[config.mk]
export PLATFORM = sky130hd
export DESIGN_NAME = poci_burst_serializer
export DESIGN_NICKNAME = d
export VERILOG_FILES = /design/src/rtl/poci_pkg.sv /design/src/rtl/poci_reg_mux.sv /design/src/rtl/poci_burst_serializer.sv
export SDC_FILE = /design/constraint.sdc
export NUM_CORES = 1
export LEC_CHECK = 0
export ABC_AREA = 1
export ABC_CLOCK_PERIOD_IN_PS = 4770
export CELL_PAD_IN_SITES_DETAIL_PLACEMENT = 0
export CELL_PAD_IN_SITES_GLOBAL_PLACEMENT = 2
export CORE_MARGIN = 5
export CORE_UTILIZATION = 14
export DETAILED_ROUTE_END_ITERATION = 16
export GPL_TIMING_DRIVEN = 0
export HOLD_SLACK_MARGIN = 0.12
export PLACE_DENSITY = 0.83
export SETUP_SLACK_MARGIN = 0.2
export SYNTH_ARGS = -nofsm -noshare
export SYNTH_HDL_FRONTEND = slang
export SYNTH_HIERARCHICAL = 1
export SYNTH_SLANG_ARGS = --single-unit
[constraint.sdc]
create_clock -name sclk -period 4.77 [get_ports sclk]
set_input_delay 0.954 -clock sclk [delete_from_list [all_inputs] [get_ports sclk]]
set_output_delay 0.954 -clock sclk [all_outputs]
set_load 0.01 [all_outputs]
[src/rtl/poci_pkg.sv]
// poci_pkg: shared types, constants and bit-order helper for the POCI readback path
package poci_pkg;

    typedef enum logic {IDLE, SHIFT} state_t;

    localparam int RESERVED_ADDR = 0;

    // Source bit of a word that is shifted out in serial position i
    function automatic int bit_pos(input int i, input int w, input bit lsb_first);
        return lsb_first ? i : w - 1 - i;
    endfunction

endpackage

[src/rtl/poci_reg_mux.sv]
// poci_reg_mux: register-bank address decode; reserved or out-of-range addresses read as zero
module poci_reg_mux
    import poci_pkg::*;
#(
    parameter int DATA_W   = 8,
    parameter int NUM_REGS = 59,
    parameter int ADDR_W   = 8
) (
    input  logic [NUM_REGS*DATA_W-1:0] regs_flat,
    input  logic [ADDR_W-1:0]          addr,
    output logic [DATA_W-1:0]          data,
    output logic                       invalid
);

    always_comb begin
        invalid = addr == ADDR_W'(RESERVED_ADDR) || addr > ADDR_W'(NUM_REGS);
        data    = '0;
        for (int i = 1; i <= NUM_REGS; i++)
            if (addr == ADDR_W'(i)) data = regs_flat[(i-1)*DATA_W +: DATA_W];
    end

endmodule

[src/rtl/poci_burst_serializer.sv]
// poci_burst_serializer: selects registers by address and shifts them out as gapless serial bursts
module poci_burst_serializer
    import poci_pkg::*;
#(
    parameter int DATA_W    = 8,
    parameter int NUM_REGS  = 59,
    parameter int ADDR_W    = 8,
    parameter int LEN_W     = 4,
    parameter bit LSB_FIRST = 1'b1
) (
    input  logic                       sclk,
    input  logic                       rst,
    input  logic [NUM_REGS*DATA_W-1:0] regs_flat,
    input  logic                       start,
    input  logic [ADDR_W-1:0]          start_addr,
    input  logic [LEN_W-1:0]           burst_len,
    output logic                       busy,
    output logic                       serial_out,
    output logic                       word_done,
    output logic                       frame_done,
    output logic                       addr_err
);

    state_t              state;
    logic [DATA_W-1:0]   shadow;
    logic [DATA_W-1:0]   mux_data;
    logic [DATA_W-1:0]   mux_ord;
    logic [DATA_W-1:0]   bit_cnt;
    logic [LEN_W:0]      words_left;
    logic [ADDR_W-1:0]   addr;
    logic [ADDR_W-1:0]   next_addr;
    logic [ADDR_W-1:0]   sel_addr;
    logic                mux_invalid;
    logic                last_bit;
    logic                last_word;

    // Wrap past the top of the bank (or from an invalid start) always lands on address 1
    assign next_addr = addr >= ADDR_W'(NUM_REGS) ? ADDR_W'(1) : addr + ADDR_W'(1);
    assign sel_addr  = state == IDLE ? start_addr : next_addr;
    assign last_bit  = bit_cnt == DATA_W'(DATA_W - 1);
    assign last_word = words_left == (LEN_W+1)'(1);

    poci_reg_mux #(
        .DATA_W   (DATA_W),
        .NUM_REGS (NUM_REGS),
        .ADDR_W   (ADDR_W)
    ) u_mux (
        .regs_flat (regs_flat),
        .addr      (sel_addr),
        .data      (mux_data),
        .invalid   (mux_invalid)
    );

    // Shadow holds the word pre-ordered so the next serial bit is always shadow[0]
    for (genvar g = 0; g < DATA_W; g++) begin : g_ord
        assign mux_ord[g] = mux_data[bit_pos(g, DATA_W, LSB_FIRST)];
    end

    always_ff @(posedge sclk) begin
        if (rst) begin
            state      <= IDLE;
            shadow     <= '0;
            bit_cnt    <= '0;
            words_left <= '0;
            addr       <= '0;
            busy       <= 1'b0;
            serial_out <= 1'b0;
            word_done  <= 1'b0;
            frame_done <= 1'b0;
            addr_err   <= 1'b0;
        end else if (state == IDLE) begin
            busy       <= 1'b0;
            serial_out <= 1'b0;
            word_done  <= 1'b0;
            frame_done <= 1'b0;
            if (start) begin
                state      <= SHIFT;
                addr       <= start_addr;
                words_left <= {1'b0, burst_len} + (LEN_W+1)'(1);
                shadow     <= mux_ord;
                bit_cnt    <= '0;
                addr_err   <= mux_invalid;
            end
        end else begin
            busy       <= 1'b1;
            serial_out <= shadow[0];
            word_done  <= last_bit;
            frame_done <= last_bit && last_word;
            if (last_bit) begin
                bit_cnt    <= '0;
                addr       <= next_addr;
                shadow     <= mux_ord;
                words_left <= words_left - (LEN_W+1)'(1);
                if (last_word) state <= IDLE;
            end else begin
                bit_cnt <= bit_cnt + DATA_W'(1);
                shadow  <= shadow >> 1;
            end
        end
    end

endmodule

# Word-level counts from Yosys, hierarchy flattened
# Index checks and enable logic that the tools add are counted.
[totals] in_bits=487 register_bits=35 out_inout_bits=5 elab_cells=164
[op_classes] n_addsub=4 n_mux=78 order_cmp=2 eq_ne=62 n_bitwise=1 n_reduce_logical=7
[ops] op="two-way mux 8 bit" count=70
[ops] op="== test 8 x 6 -> 1 bit (second input constant)" count=28
[ops] op="== test 8 x 5 -> 1 bit (second input constant)" count=16
[ops] op="== test 8 x 4 -> 1 bit (second input constant)" count=8
[ops] op="== test 8 x 3 -> 1 bit (second input constant)" count=5
[ops] op="adder 8 x 1 -> 8 bit (second input constant)" count=2
[ops] op="== test 8 x 2 -> 1 bit (second input constant)" count=2
[ops] op="two-way mux 5 bit" count=3
[ops] op="== test 8 x 1 -> 1 bit (second input constant)" count=1
[ops] op="greater-or-equal comparator 8 x 6 -> 1 bit (second input constant)" count=1
[ops] op="greater-than comparator 8 x 6 -> 1 bit (second input constant)" count=1
[ops] op="logical NOT 8 bit" count=1
[ops] op="adder 4 x 1 -> 5 bit (second input constant)" count=1
[ops] op="== test 5 x 1 -> 1 bit (second input constant)" count=1
[ops] op="two-way mux 1 bit" count=5
[ops] op="subtractor 5 x 1 -> 5 bit (second input constant)" count=1
[ops] op="AND reduction 2 bit" count=2
[ops] op="!= test 2 x 1 -> 1 bit (second input constant)" count=1
[ops] op="nonzero test 2 bit" count=1
[ops] op="OR reduction 2 bit" count=1
[ops] op="logical AND 1 bit" count=1
[ops] op="logical OR 1 bit" count=1
[ops] op="inverter 1 bit" count=1

# Longest topological paths before layout
[logic_depth] word_depth=65 ltp_mapped=48 ltp_nobuf=48

# Modules after synthesis
# The synthesis kept the hierarchy.
[modules_own_cells] module="poci_reg_mux" n_inst=1 cells_each=1111 area_each_um2=4705.8 seq_area_each_um2=0.0
[modules_own_cells] module="poci_burst_serializer" n_inst=1 cells_each=283 area_each_um2=1920.6 seq_area_each_um2=700.7

# Worst setup path after synthesis
# No wires, ideal clock.
[synth_timing] kind="input to register" from="input port start_addr[0]" to="register shadow[0]" t_required_ns=4.650 path_buffers=0 t_arrival_ns=3.917 cell_stages=42 setup_time_ns=0.120 setup_slack_ns=0.734 cell_sequence="or2_2 > nand2_1 > inv_1 > inv_1 > nand2_1 > nor2_1 > nand2_2 > or2_0 > nand2_1 > nand4_1 > nand2_1 > nand3_1 > nand2_1 > nand4_1 > nand2_1 > nand4_1 > nor2_1 > nand4_1 > [6 not listed] > nand2_1 > nand4_1 > nand2_1 > nand4_1 > nand2_1 > nand3_1 > nand2_1 > nand3_1 > nand2_1 > nand3_1 > nand2_1 > nand4_1 > nand2_1 > nand3_1 > inv_1 > nand2_1 > o211ai_1 > nand2_1"
[synth_via] elab_chain_len=63 elab_cells_between_ends=122 cone_classes="eq/ne: 59; mux: 63"
[synth_rtl] item="from (decl)" line_no="poci_burst_serializer.sv:15" source="input logic [ADDR_W-1:0] start_addr,"
[synth_rtl] item="two-way mux 8 bit *" line_no="poci_burst_serializer.sv:39" source="assign sel_addr = state == IDLE ? start_addr : next_addr;"
[synth_rtl] item="net sel_addr[0]" line_no="poci_burst_serializer.sv:32" source="logic [ADDR_W-1:0] sel_addr;"
[synth_rtl] item="== test 8 x 1 -> 1 bit" line_no="poci_reg_mux.sv:19" source="if (addr == ADDR_W'(i)) data = regs_flat[(i-1)*DATA_W +: DATA_W];"
[synth_rtl] item="two-way mux 8 bit (58 in a row)" line_no="poci_reg_mux.sv:19"
[synth_rtl] item="two-way mux 8 bit *" line_no="poci_reg_mux.sv:19"
[synth_rtl] item="net mux_data[0]" line_no="poci_burst_serializer.sv:26" source="logic [DATA_W-1:0] mux_data;"
[synth_rtl] item="two-way mux 8 bit (on tied branches)" line_no="poci_burst_serializer.sv:76, poci_burst_serializer.sv:89"
[synth_rtl] item="two-way mux 8 bit *" line_no="poci_burst_serializer.sv:71" source="end else if (state == IDLE) begin"
[synth_rtl] item="to (signal assigned)" line_no="poci_burst_serializer.sv:80" source="shadow <= mux_ord;"
[synth_rtl] item="to (signal assigned)" line_no="poci_burst_serializer.sv:92" source="shadow <= mux_ord;"
[synth_rtl] item="to (signal assigned)" line_no="poci_burst_serializer.sv:97" source="shadow <= shadow >> 1;"
[synth_rtl] item="to (decl)" line_no="poci_burst_serializer.sv:25" source="logic [DATA_W-1:0] shadow;"
# The timed path passes the listed nets; every way through them passes the cells marked *. The select of a mux whose other input is x is not followed.
# A chain may end at the register's enable or synchronous reset.

# Final worst setup path
[layout_timing] from="register state" to="register shadow[4]"
[layout_via] elab_chain_len=63 elab_cells_between_ends=123 cone_classes="eq/ne: 59; mux: 63; reduce/logical: 1"
[layout_rtl] item="from (decl)" line_no="poci_burst_serializer.sv:24" source="state_t state;"
[layout_rtl] item="from (signal assigned)" line_no="poci_burst_serializer.sv:61" source="state <= IDLE;"
[layout_rtl] item="from (signal assigned)" line_no="poci_burst_serializer.sv:77" source="state <= SHIFT;"
[layout_rtl] item="from (signal assigned)" line_no="poci_burst_serializer.sv:94" source="if (last_word) state <= IDLE;"
[layout_rtl] item="two-way mux 8 bit *" line_no="poci_burst_serializer.sv:39"
[layout_rtl] item="net sel_addr[5]" line_no="poci_burst_serializer.sv:32"
[layout_rtl] item="== test 8 x 1 -> 1 bit" line_no="poci_reg_mux.sv:19"
[layout_rtl] item="two-way mux 8 bit (58 in a row)" line_no="poci_reg_mux.sv:19"
[layout_rtl] item="two-way mux 8 bit *" line_no="poci_reg_mux.sv:19"
[layout_rtl] item="net mux_data[4]" line_no="poci_burst_serializer.sv:26"
[layout_rtl] item="two-way mux 8 bit (on tied branches)" line_no="poci_burst_serializer.sv:76, poci_burst_serializer.sv:89"
[layout_rtl] item="two-way mux 8 bit *" line_no="poci_burst_serializer.sv:71"
# Marked as above.

==> out/results.tsv <==
stage	metric	value	unit
floorplanning	std_cell_rows	79	
route	drt_iter0_drc	420	
clock_tree	clock_latency	0.27	ns
critical_path	crit_type	reg -> reg	
timing	fin_crit	4.98	ns
min_path	hp-class	reg -> reg	
timing	relSlewSlack	32.6	%
pwr	peakVddDrop	0.216	mV
synth	synth_area	6630	um^2
route	drcViolationCount	0	
route	wl_per_cell	18.8	um
timing	fin_skew	0.00280	ns
run_status	violations	negative setup slack	
floorplanning	dieArea	51800	um^2
grt	grt_pass1_wl	67500	um
synth	syn_inst	1394	
place	place_hpwl	40900	um
grt	grt_use_total	17.1	%
place	placed_cells	2492	
critical_path	path_delay_family	simple AND/OR/NAND/NOR gates	
synth	syn_avg_cell_area	4.75	um^2
synth	ys_async_sr_fraction	0	%
layout	area_growth	103	%
floorplanning	die_w	228	um
route	dr_wl_met2	23300	um
route	drt_first_pass_iters	5	
route	routed.top_layer	met4	
layout	finalNonFillerCells	2556	
grt	antenna_found_initial	0	
critical_path	reg2reg_from	state$_SDFF_PP0_	
timing	setup_viol	6	
layout	fin_nets	2437	
synth	synth_warnings	6	
timing	fin_crit_sh	104	%
critical_path	endpoint	shadow[4]$_SDFFE_PP0P_	
timing	slew_viol_final	0	
route	routed-wl-met3	3770	um
clock_tree	h-tree-depth	2	
critical_path	worstSetupPathDepth	48	
synth	netlist.area_leader.share	33.6	%
clock_tree	cts_tree	yes	
clock_tree	cts.sinks	35	
route	wl_met1	19900	um
synth	synth-edff-count	0	
floorplanning	ioPinCount	492	
critical_path	arrival	5.14	ns
critical_path	crit_path_start	state$_SDFF_PP0_	
clock_tree	clk_pin_slew	0.05	ns
pwr	leakage	5.58	nW
clock_tree	cts_root_buf	clkbuf_16	
layout	drive_gt1_share	14.9	%
synth	synth_common_cells	nand2_1 (593), inv_1 (198), nor2_1 (191)	
timing	report.final.hold_viol_count	0	
critical_path	start_kind	flop	
run_status	status	complete, but fails checks	
route	vias	10700	
critical_path	rrSetupSlack	-0.21	ns
grt	grt_overflow	0	
floorplanning	start_util	14.2	%
timing	worst_pin_slew	1.01	ns
floorplanning	die_height	228	um
critical_path	r2r_cells	48	
critical_path	max_stage_delay	0.36	ns
timing	rsz0062_at_grt	yes	
layout	final_util	28.9	%
run	drv_cap	0	
timing	tns	-0.739	ns
clock_tree	cts_buffer_depth	2	
place	gp_congestion	0.935	
synth	yosysTopAreaCell	nand2_1	
critical_path	crit_path_max_fanout	7	
route	routed_wirelength	48100	um
route	vias_per_cell	4.19	
critical_path	rr_endpoint	shadow[4]$_SDFFE_PP0P_	
grt	grt_pass1_vias	11200	
pwr	power_density	137	nW/um^2
place	numPortBuffers	491	
synth	synth_ff_type	dfxtp_1	
critical_path	worst-path-buf-inv	7	
synth	synth_cell_types	41	
timing	fmax	0.201	GHz
critical_path	crit_top_cell	nand4_1	
critical_path	worst-endpoint-required	4.93	ns
critical_path	end_kind	flop	
synth	synth_area_leaders	nand2_1 (34%), inv_1 (11%), nor2_1 (11%)	
timing	worst_slack	-0.213	ns
synth	seq_area_frac_synth	10.6	%
route	ant_nets	0	
synth	synth_seq_cells	35	
synth	syn-num-nets	1886	
critical_path	crit_path_top_delay_cell	dfxtp_2	
layout	fillerInstances	5382	
clock_tree	numCtsBuffers	5	
grt	grt_max_degree	11	
synth	synth_most_common_cell	nand2_1	
floorplanning	core_area	46700	um^2
## cell usage in the layout (no fill, tap or decap), drive strengths merged, types with 2 or more instances in the layout
master,n
a21oi,47
and3,2
buf,69
clkbuf,19
clkdlybuf4s15,2
clkdlybuf4s50,483
clkinv,4
dfxtp,35
diode,3
ha,5
inv,207
nand2,602
nand3,72
nand4,94
nor2,198
nor3,6
o21ai,33
o22ai,2
o31ai,3
or2,50
xor2,4
## cell families (layout without fill, tap and decap cells)
logic type               Yosys count  after routing  synth area share, %
AND/OR/NAND/NOR                 1027           1027                 66.7
buffers and inverters            233            785                 13.8
AO/OA/AOI/OAI                     89             89                 7.29
flip-flops                        35             35                 10.6
adder cells (fa/ha/maj)            5              5                0.944
XOR/XNOR                           5              5                0.661
other                              0              3                    0
## layout make-up
type,instances,area (um^2),area share [%]
tap,607,759,5.63
clock buffer,7,133,0.984
timing repair buffer,544,5340,39.6
sequential,35,713,5.29
multi-input combinational,1126,5550,41.2
inverter,210,817,6.06
antenna,3,7.51,0.0557
clock inverter,1,5.00,0.0371
buffer,23,153,1.13
## worst min-delay path by stage
stage / start / endpoint / slack [ns] / depth (start not counted)
2_1_floorplan: shadow[0]$_SDFFE_PP0P_ / shadow[0]$_SDFFE_PP0P_ / 0.44 / 2
3_3_place_gp: shadow[0]$_SDFFE_PP0P_ / shadow[0]$_SDFFE_PP0P_ / 0.46 / 2
3_5_place_dp: shadow[0]$_SDFFE_PP0P_ / shadow[0]$_SDFFE_PP0P_ / 0.46 / 2
4_1_cts: shadow[0]$_SDFFE_PP0P_ / shadow[0]$_SDFFE_PP0P_ / 0.47 / 2
5_1_grt: shadow[6]$_SDFFE_PP0P_ / shadow[6]$_SDFFE_PP0P_ / 0.50 / 2
6_report: shadow[0]$_SDFFE_PP0P_ / shadow[0]$_SDFFE_PP0P_ / 0.47 / 2
## what timing repair did
item / CTS / global route
resized for setup: 215 / 18
hold buffers: 0 / 0
pin swaps: 81 / 26
setup endpoints to repair: 8 / 8
buffers inserted: 49 / 4
## state kept, by name, summed over array words and instances (netlist names)
signal      count
state           1
serial_out      1
addr_err        1
frame_done      1
words_left      5
bit_cnt         8
busy            1
word_done       1
shadow          8
addr            8
## power breakdown
group	internal, W	switching, W	total (W)	leakage, nW
combinational	0.000618	0.000582	0.00120	5.22
sequential	0.000318	0.0000188	0.000337	0.289
clock	0.000193	0.000119	0.000312	0.0679
## metal layers
layer	vias to the layer above	GRT usage, %
li1	5446	-
met1	4800	21.1
met2	420	30.6
met3	54	3.65
met4	0	4.09
met5	-	0
## worst reg2reg max path: cells and delay by family, from the launching register on
kind / cells / cell delay (ns)
AND/OR/NAND/NOR: 38 / 3.53
flip-flops: 1 / 0.36
buffers and inverters: 7 / 0.68
AO/OA/AOI/OAI: 3 / 0.33
## per-stage QoR
stage	power [W]	worst slack [ns]	hold WS, ns	cell area, um^2
detailed placement	0.00139	-1.60	0.461	12300
CTS	0.00186	-0.317	0.470	13400
finish	0.00185	-0.213	0.474	13500
global route	0.00198	-0.667	0.502	13500
global placement	0.00139	-1.64	0.456	12300
floorplan	0.000741	0.734	0.444	6630
No activity file was read; power rests on OpenSTA's default activity.
==> variant 1, RTL diff (same flow settings) <==
`DATA_W` is set to 8 in 2 places; all go to 10.
--- a/src/rtl/poci_reg_mux.sv
+++ b/src/rtl/poci_reg_mux.sv
@@ -3,5 +3,5 @@
     import poci_pkg::*;
 #(
-    parameter int DATA_W   = 8,
+    parameter int DATA_W   = 10,
     parameter int NUM_REGS = 59,
     parameter int ADDR_W   = 8
--- a/src/rtl/poci_burst_serializer.sv
+++ b/src/rtl/poci_burst_serializer.sv
@@ -3,5 +3,5 @@
     import poci_pkg::*;
 #(
-    parameter int DATA_W    = 8,
+    parameter int DATA_W    = 10,
     parameter int NUM_REGS  = 59,
     parameter int ADDR_W    = 8,
Ports: changed (resized regs_flat); port bits go from 492 to 610. No check against the original RTL was run, so the function may have changed too.
==> variant 1 against the unedited design <==
The run still ends with negative setup slack left. Final cell count increased by 15%. Power increased by 23%. Fmax decreased by 9.8%. Wire length increased by 25%. Synthesized area increased by 12%. Combinational power increased by 22%. Worst setup slack got worse by 0.54 ns. Sequential share of layout area decreased by 0.30 points. Sequential power increased by 10%. Final area increased by 17%. Sequential cell count increased by 4. Critical path type is now in -> reg. Largest power group unchanged. Highest routed layer is now met5.
==> variant 1: results (changes against the unedited design) <==
stage	metric	value	unit	change
routing	wl_met1	23.8	mm	was 19.9 mm
place	dp_slack	-2.15	ns	was -1.60 ns
layout	drive_gt1_frac	0.140		was 0.149
synth	syn_inst	1560		was 1394
routing	num_vias	12538		was 10720
layout	fill_cells	6002		was 5382
routing	drt_iter0_drc	626		was 420
synth	synth_area_leaders	nand2_1, nor2_1, dfxtp_1		was nand2_1, inv_1, nor2_1
worst_setup_path	path_max_fanout	5		was 7
layout	layout.area.seq	786	sq um	was 713 sq um
worst_setup_path	slowest_delay	0.25	ns	was 0.36 ns
sta	timing.slew.headroom	0.289		was 0.326
layout	buf_share	0.433		was 0.408
layout	multi_input_area_share	0.396		was 0.412
sta	worst_slack	-0.754	ns	was -0.213 ns
power	leakagePower	6.42	nW	was 5.58 nW
sta	fin_setup_tns	-5.65	ns	was -0.739 ns
min_path	hp-start	addr[7]		was shadow[0]
routing	maxUsedRoutingLayer	met5		was met4
layout	diodes	8		was 3
place	dp_hpwl	51.5	mm	was 40.9 mm
worst_setup_path	crit_slowest_cell	nor2_2		was dfxtp_2
synth	synthTopCellsByCount	nand2_1, nor2_1, inv_1, nand4_1, nand3_1		was nand2_1, inv_1, nor2_1, nand4_1, nand3_1
global_routing	grtUsageMet2	0.358		was 0.306
global_routing	antenna_found_initial	25		was 0
run_status	outcome	finished, violations left		unchanged
routing	route.met2.wl	30.5	mm	was 23.3 mm
layout	comb.multi_input.count	1278		was 1126
global_routing	grtUsageTotal	0.193		was 0.171
routing	wl_per_cell	20.5	microns	was 18.8 microns
floorplan	dieArea	57700	sq um	was 51800 sq um
global_routing	grt_pass1_vias	12727		was 11218
worst_setup_path	crit_arrival	5.68	ns	was 5.14 ns
clocking	cts_sinks	39		was 35
place	gp_congestion	0.954		was 0.935
power	powerClk	437	uW	was 312 uW
power	ir_worst_vdd	0.000148	V	was 0.000216 V
routing	wl_met3	4.39	mm	was 3.77 mm
global_routing	gr-usage-met1	0.229		was 0.211
global_routing	grt.met3_usage	0.0398		was 0.0365
sta	setup_viol_count_final	10		was 6
run_status	violations	negative setup slack		unchanged
layout	seq_share	0.0499		was 0.0529
power	p_sw	859	uW	was 720 uW
synth	seq_area_frac_synth	0.105		was 0.106
routing	wl	60.2	mm	was 48.1 mm
place	io_buffers	609		was 491
layout	nNonClkInverters	217		was 210
synth	syn_nets	2171		was 1886
place	place_area	14400	sq um	was 12300 sq um
layout	nonClockBufferCount	702		was 567
worst_setup_path	setup.worst_path.start	start_addr[3]		was state
global_routing	grt_pass1_wl	83.7	mm	was 67.5 mm
sta	finClkSkew	0.00645	ns	was 0.00280 ns
global_routing	grt_start_max_net_pins	13		was 11
==> variant 1: final timing paths <==
path                            cells after the start  slack, ns        end
worst max-delay path                               42      -0.75  shadow[1]
worst min-delay path                                2       0.46    addr[7]
worst max register to register                     46      -0.74  shadow[1]
worst min register to register                      2       0.46    addr[7]
==> variant 1: what timing repair did <==
item	in CTS	in global routing
setup endpoints to repair	10	10
resized for setup	205	34
setup buffers	57	10
pin swaps	78	59
hold buffers	0	0
cloned	0	0
==> variant 1: kinds of logic after synthesis <==
| kind of cell | Yosys count | synth area share |
|---|---|---|
| AND/OR/NAND/NOR | 1161 | 0.677 |
| AO/OA/AOI/OAI | 108 | 0.0748 |
| adder cells (fa/ha/maj) | 6 | 0.0101 |
| XOR/XNOR | 3 | 0.00354 |
| buffers and inverters | 243 | 0.130 |
| flip-flops | 39 | 0.105 |
==> variant 1: worst max-delay path: cells and delay by family <==
family / cells / cell delay, ns
AOI/OAI and AO/OA: 2 / 0.16
buffers and inverters: 6 / 0.62
and+or+nand+nor: 34 / 3.93
==> variant 2, RTL diff (config.mk and constraints unchanged) <==
Made on the original files. Put one more register stage on the output `frame_done`, cleared by the reset. The value now appears one clock later. The other outputs are not delayed to match.
--- a/src/rtl/poci_burst_serializer.sv
+++ b/src/rtl/poci_burst_serializer.sv
@@ -21,4 +21,6 @@
     output logic                       addr_err
 );
+
+    logic frame_done_s0;
 
     state_t              state;
@@ -67,5 +69,5 @@
             serial_out <= 1'b0;
             word_done  <= 1'b0;
-            frame_done <= 1'b0;
+            frame_done_s0 <= 1'b0;
             addr_err   <= 1'b0;
         end else if (state == IDLE) begin
@@ -73,5 +75,5 @@
             serial_out <= 1'b0;
             word_done  <= 1'b0;
-            frame_done <= 1'b0;
+            frame_done_s0 <= 1'b0;
             if (start) begin
                 state      <= SHIFT;
@@ -86,5 +88,5 @@
             serial_out <= shadow[0];
             word_done  <= last_bit;
-            frame_done <= last_bit && last_word;
+            frame_done_s0 <= last_bit && last_word;
             if (last_bit) begin
                 bit_cnt    <= '0;
@@ -100,4 +102,12 @@
     end
 
+    always_ff @(posedge sclk) begin
+        if (rst) begin
+            frame_done <= '0;
+        end else begin
+            frame_done <= frame_done_s0;
+        end
+    end
+
 endmodule
 
Function: changed (Yosys sat finds a counterexample within 10 cycles, from zero or initial values and one cycle with rst high).
==> variant 2 against the unedited design <==
The flow still finishes with violations (negative setup slack). Sequential power increased by 3%. Power is 4.2% higher. Final area up 1.6%. Non-clock buffer count up 15. Sequential cell count increased by 1. Wire length increased by 1.3%. First-iteration DRC count rose by 28%. Sequential share of layout area is 0.089 points higher. Global-route usage grew 0.24 points. Worst setup slack worse by 0.098 ns. Highest routed layer unchanged. Via count is 1.0% higher. Critical path depth is 7 lower. Synthesized area fell by 0.30%. Critical path type is now in -> reg.
==> variant 2: results (changes against the unedited design) <==
stage	metric	value	unit	change
run_status	outcome	finished, violations left		unchanged
run_status	violations	negative setup slack		unchanged
place	gp_congestion	0.921		was 0.935
layout	clk_share	0.0111		was 0.0102
place	place_area	12300	sq um	about the same
layout	multi_input_area	5600	sq um	was 5550 sq um
sta	worst_slack	-0.311	ns	was -0.213 ns
synth	synth_area_leaders	nand2_1, inv_1, nor2_1		unchanged
clocking	htree_levels	2		unchanged
clocking	cts_resized	178		was 215
worst_setup_path	slowest_delay	0.24	ns	was 0.36 ns
routing	wl_per_cell	19.0	microns	was 18.8 microns
layout	fill_cells	5378		was 5382
synth	synth_cell_types	38		was 41
sta	setup_viol_count_final	7		was 6
power	powerClk	343	uW	was 312 uW
global_routing	grtUsageTotal	0.174		was 0.171
layout	multi_input_area_share	0.409		was 0.412
layout	comb.multi_input.count	1127		was 1126
min_path	hp-start	frame_done_s0		was shadow[0]
power	p_sw_frac	0.386		was 0.389
clocking	post-cts-setup-buffers	52		was 49
synth	syn_nets	1888		was 1886
synth	synth-compound-area-share	0.0727		was 0.0729
layout	nonClockBufferCount	582		was 567
power	leakagePower	5.68	nW	was 5.58 nW
synth	synth_area_per_cell	4.73	sq um	was 4.75 sq um
synth	synth_adder_area_share	0.00947		was 0.00944
place	dp_slack	-1.69	ns	was -1.60 ns
layout	layout.area.seq	737	sq um	was 713 sq um
synth	seq_area_frac_synth	0.109		was 0.106
routing	via_per_inst	4.21		was 4.19
place	dp_hpwl	41.0	mm	was 40.9 mm
sta	fin_setup_tns	-1.43	ns	was -0.739 ns
sta	worst_pin_slew	1.04	ns	was 1.01 ns
worst_setup_path	path_max_fanout	5		was 7
place	dpl.cell_count	2494		was 2492
min_path	min_to	frame_done		was shadow[0]
layout	seq_cell_count	36		was 35
synth	synthTopCellsByCount	nand2_1, inv_1, nor2_1, nand4_1, nand3_1		unchanged
routing	drt_iter0_drc	538		was 420
power	pg_seq	346	uW	was 337 uW
routing	num_vias	10830		was 10720
worst_setup_path	rr_worst_depth	45		was 48
synth	synth_xor_area_frac	0.00663		was 0.00661
power	power_frac_seq	0.179		was 0.182
layout	buf_share	0.410		was 0.408
## variant 2: layer usage
metal  vias up  wire, microns  GRT usage
met2       421          23800      0.311
met3        34           3520     0.0330
met5         -              0          0
met1      4887          20500      0.219
met4         0            923     0.0324
li1       5488              -          -
## variant 2: cells by family (layout without fill, tap and decap cells)
kind of cell / count (synthesis) / in the layout
DFF: 36 / 36
buffers and inverters: 233 / 799
adders and majority gates: 5 / 5
other: 0 / 2
and+or+nand+nor: 1028 / 1028
xor gates and xnor gates: 5 / 5
AOI/OAI and AO/OA: 89 / 89
## variant 2: worst max-delay path by stage
stage                end  slack, ns  cells past startpoint
6_report       shadow[4]      -0.31                     41
5_1_grt        shadow[1]      -0.67                     45
4_1_cts        shadow[2]      -0.34                     46
3_5_place_dp   shadow[6]      -1.69                     44
3_3_place_gp   shadow[6]      -1.67                     44
2_1_floorplan  shadow[0]       0.73                     42
